File: src/rtl/piso_serializer.sv
// Parallel-in/serial-out word serializer with a one-word holding buffer so
// consecutive words stream onto the serial line with no idle bit in between.
//
// state | meaning
// IDLE  | no word in flight, line at IDLE_BIT, next accepted word loads sh directly
// SHIFT | one bit of sh on the line per clock; hold may carry the following word
module piso_serializer #(
    parameter int   WIDTH     = 8,
    parameter bit   MSB_FIRST = 1'b1,
    parameter logic IDLE_BIT  = 1'b0
) (
    input  logic             clk,
    input  logic             rst,
    input  logic [WIDTH-1:0] load_data,
    input  logic             load_valid,
    output logic             load_ready,
    output logic             ser_bit,
    output logic             ser_valid,
    output logic             word_done,
    output logic             busy
);

    localparam int CW = $clog2(WIDTH);
    localparam logic [CW-1:0] CNT_LAST = CW'(WIDTH - 1);

    typedef enum logic {
        IDLE  = 1'b0,
        SHIFT = 1'b1
    } state_t;

    state_t           state_q, state_d;
    logic [WIDTH-1:0] sh_q, sh_d;
    logic [CW-1:0]    cnt_q, cnt_d;
    logic [WIDTH-1:0] hold_q, hold_d;
    logic             hold_full_q, hold_full_d;

    logic             accept;
    logic             last_bit;
    logic [WIDTH-1:0] sh_shifted;

    // Readiness depends only on registered state (and reset), never on load_valid.
    assign load_ready = ~hold_full_q & ~rst;
    assign accept     = load_valid & load_ready;
    assign last_bit   = (cnt_q == CNT_LAST);
    assign sh_shifted = MSB_FIRST ? {sh_q[WIDTH-2:0], 1'b0} : {1'b0, sh_q[WIDTH-1:1]};

    always_ff @(posedge clk or posedge rst) begin
        if (rst) begin
            state_q     <= IDLE;
            sh_q        <= '0;
            cnt_q       <= '0;
            hold_q      <= '0;
            hold_full_q <= 1'b0;
        end else begin
            state_q     <= state_d;
            sh_q        <= sh_d;
            cnt_q       <= cnt_d;
            hold_q      <= hold_d;
            hold_full_q <= hold_full_d;
        end
    end

    always_comb begin
        state_d     = state_q;
        sh_d        = sh_q;
        cnt_d       = cnt_q;
        hold_d      = hold_q;
        hold_full_d = hold_full_q;

        unique case (state_q)
            IDLE: begin
                if (accept) begin
                    sh_d    = load_data;
                    cnt_d   = '0;
                    state_d = SHIFT;
                end
            end
            SHIFT: begin
                if (last_bit) begin
                    // The held word takes priority; load_ready is low then, so no accept can collide.
                    if (hold_full_q) begin
                        sh_d        = hold_q;
                        cnt_d       = '0;
                        hold_full_d = 1'b0;
                    end else if (accept) begin
                        sh_d  = load_data;
                        cnt_d = '0;
                    end else begin
                        sh_d    = '0;
                        cnt_d   = '0;
                        state_d = IDLE;
                    end
                end else begin
                    sh_d  = sh_shifted;
                    cnt_d = cnt_q + 1'b1;
                    if (accept) begin
                        hold_d      = load_data;
                        hold_full_d = 1'b1;
                    end
                end
            end
            default: state_d = IDLE;
        endcase
    end

    always_comb begin
        ser_bit   = IDLE_BIT;
        ser_valid = 1'b0;
        word_done = 1'b0;
        if (state_q == SHIFT) begin
            ser_bit   = MSB_FIRST ? sh_q[WIDTH-1] : sh_q[0];
            ser_valid = 1'b1;
            word_done = last_bit;
        end
    end

    assign busy = (state_q == SHIFT) | hold_full_q;

endmodule

File: config.mk
export PLATFORM = sky130hd
export DESIGN_NAME = piso_serializer
export DESIGN_NICKNAME = d
export VERILOG_FILES = /design/src/rtl/piso_serializer.sv
export SDC_FILE = /design/constraint.sdc
export NUM_CORES = 1
export LEC_CHECK = 0
export ABC_AREA = 1
export CAP_MARGIN = 20
export CELL_PAD_IN_SITES_DETAIL_PLACEMENT = 1
export CELL_PAD_IN_SITES_GLOBAL_PLACEMENT = 1
export CORE_UTILIZATION = 39
export CTS_CLUSTER_DIAMETER = 100
export DETAILED_ROUTE_END_ITERATION = 8
export PLACE_DENSITY_LB_ADDON = 0.1
export SYNTH_ARGS = -nofsm -noshare
export SYNTH_HDL_FRONTEND = slang
export SYNTH_SLANG_ARGS = --single-unit
File: constraint.sdc
create_clock -name clk -period 1.95 [get_ports clk]
set_clock_uncertainty 0.1 [all_clocks]
set_input_delay 0.195 -clock clk [delete_from_list [all_inputs] [get_ports clk]]
set_output_delay 0.195 -clock clk [all_outputs]
set_load 0.01 [all_outputs]
==> results of run 1 <==
cells in the mapped netlist, drive strengths merged:
master   n  area (um2)
nand2   73         309
dfrtp   21         526
nor2    17        87.6
nand3   16        80.1
a21oi    9        45.0
inv      7        31.3
buf      5        42.5
ha       2        25.0
o21ai    2        10.0
a31oi    1        12.5
clkinv   1        3.75
registers in the layout, summed over array words and instances, names as in the netlist:
signal,cells
sh_q,8
hold_q,8
state_q,1
hold_full_q,1
cnt_q,3
final cells by class:
cell class              instances  area (um2)
clock buffers                   3        22.5
clock inverters                 1        7.51
fillers                       355        1390
inverters                       8        37.5
multi-input cells             120         587
flip-flops and latches         21         528
well taps                      31        38.8
repair buffers                 21         194
report_power, final:
part           leakage [nW]  internal [W]  total [W]  switching, W
Combinational         0.441      0.000417    0.00101      0.000589
Sequential            0.254      0.000647   0.000795      0.000148
Clock                0.0139     0.0000784   0.000222      0.000144
Total                 0.709       0.00114    0.00202      0.000880
per-stage QoR:
step	instances	worst slack (ns)	area, um2
final	205	0.0766	1420
after detailed placement	201	0.169	1360
after CTS	205	0.0155	1400
after global routing	205	0.00851	1420
after global placement	201	0.169	1360
after floorplan	154	0.381	1170
layer usage:
metal / global-route usage [%] / share of wire, % / vias up
met3: 3.92 / 3.1 / 7
li1: - / - / 527
met5: 0 / 0 / -
met4: 8.36 / 2.0 / 0
met2: 35.4 / 48 / 16
met1: 26.6 / 47 / 512
how the worst min path moves through the flow:
stage | end | start | depth (start not counted) | slack (ns)
6_report | hold_q[2]$_DFFE_PP0P_ | rst | 3 | 0.25
3_5_place_dp | hold_q[5]$_DFFE_PP0P_ | hold_q[5]$_DFFE_PP0P_ | 2 | 0.36
5_1_grt | hold_q[2]$_DFFE_PP0P_ | rst | 3 | 0.27
2_1_floorplan | cnt_q[0]$_DFFE_PP0P_ | rst | 1 | 0.07
4_1_cts | hold_q[7]$_DFFE_PP0P_ | rst | 3 | 0.25
3_3_place_gp | hold_q[4]$_DFFE_PP0P_ | hold_q[4]$_DFFE_PP0P_ | 2 | 0.36
worst max-delay path, delay by kind of cell (launching register included):
kind	cells	cell delay, ns
buffers and inverters	2	0.67
flip-flops	1	0.49
AND/OR/NAND/NOR	1	0.10
cell families (layout without fill, tap and decap cells):
logic type	count (synthesis)	count (layout)	synth area share (%)
AO/OA/AOI/OAI	12	12	5.76
buffers and inverters	13	33	6.61
adder cells (fa/ha/maj)	2	2	2.13
flip-flops	21	21	44.8
AND/OR/NAND/NOR	106	106	40.7
==> run summary, run 1 <==
most frequent cells in the layout -> nand2_1 (69), dfrtp_1 (19), nand3_1 (16)
timing endpoint of the critical path -> busy
Critical Path Fanout Max -> 11
DIE AREA -> 3230 um2
clk_lat worst skew -> 0.32 ns
First DRT Iteration DRCs -> 20
CTS Hold Buffers Added -> 0
Mapped Area -> 1170 um2
via count -> 1062
synthesized area per cell -> 7.61 um2
Die Y -> 56.8 um
Syn-to-layout area delta -> 20.7%
GRT Total Usage -> 21.0%
endpoints failing hold -> 0
standard-cell rows -> 19
Initial DRT Pass Iterations -> 4
reg2reg end -> hold_q[3]$_DFFE_PP0P_
Lkg Pwr -> 0.709 nW
status -> complete, no violations
flops & latches, synth -> 21
first-pass GRT wire length -> 5140 um
n_diodes -> 0
clock slew seen by the registers of the worst setup and hold paths -> 0.13 ns
I/O Pins -> 16
final worst path period share -> 96.1%
vias in the first global route -> 1138
CTS sink count -> 21
Data arrival, critical path -> 1.58 ns
Root Driver -> clkbuf_4
CTS tree -> yes
Die Span X -> 56.8 um
Setup CP Type -> reg2out
max-cap violations -> 0
final number of max-transition violations -> 0
Seq/Total Area, Yosys -> 44.8%
Warnings, synthesis -> 0
Reg2Reg Setup Slack -> 0.34 ns
Worst Hold Margin -> 0.251 ns
P per Cell Area -> 1430 nW/um2
initial antenna violation count -> 0
final wirelength -> 2890 um
Setup crit end kind -> primary output
Max-slew headroom -> 81.3%
r2r worst-path depth -> 6
RR Startpoint -> cnt_q[0]$_DFFE_PP0P_
Netlist cell types -> 20
Core Util, Final -> 50.4%
Critical Path RT -> 1.65 ns
actual slew at the worst max-slew pin -> 0.280 ns
Post-CTS Setup Bufs -> 0
layout cells sized above 1 -> 13.8%
Tmin final -> 1.87 ns
CP max-delay cell -> dfrtp_2
Achievable Freq -> 534 MHz
unrepaired setup endpoints after global routing -> no
post-DP HPWL -> 2230 um
Starting Density -> 41.8%
hold crit path type -> in2async
cts repair resizes -> 3
pin count of the biggest net entering global routing -> 22
CP Launch Type -> flip-flop
routability cong. -> 0.771
core area -> 2810 um2
fin nets -> 188
Post-Syn Nets -> 167
Routed Antenna Nets -> 0
Power Total -> 0.00202 W
final setup fails -> 0
Port Buffers -> 15
DR WL/cell -> 14.1 um
Setup TNS -> 0 ns
Critical Path, Cell by Cell -> inv_4 -> nand2_1 -> clkdlybuf4s50_1
Max Buffers Root-to-Sink -> 2
GR Overflow Total -> 0
commonest non-fill, non-tap cell in the layout -> nand2_1
clock buffer count from CTS -> 3
H-tree levels -> 1
maximum vdd drop -> 439 uV
Avg Vias per Cell -> 5.18
max incr delay on CP -> 0.49 ns
DRC errors left -> 0
Worst Setup SP -> state_q$_DFF_PP0_
Post-Synthesis Cells -> 154
Note: power is estimated with default switching activity, not from simulation.
==> run 2: changes to the inputs <==
SLEW_MARGIN = 10   (was not set)
==> results of run 2 <==
Same layout as run 1: the final DEF is identical, and so are final timing and power.
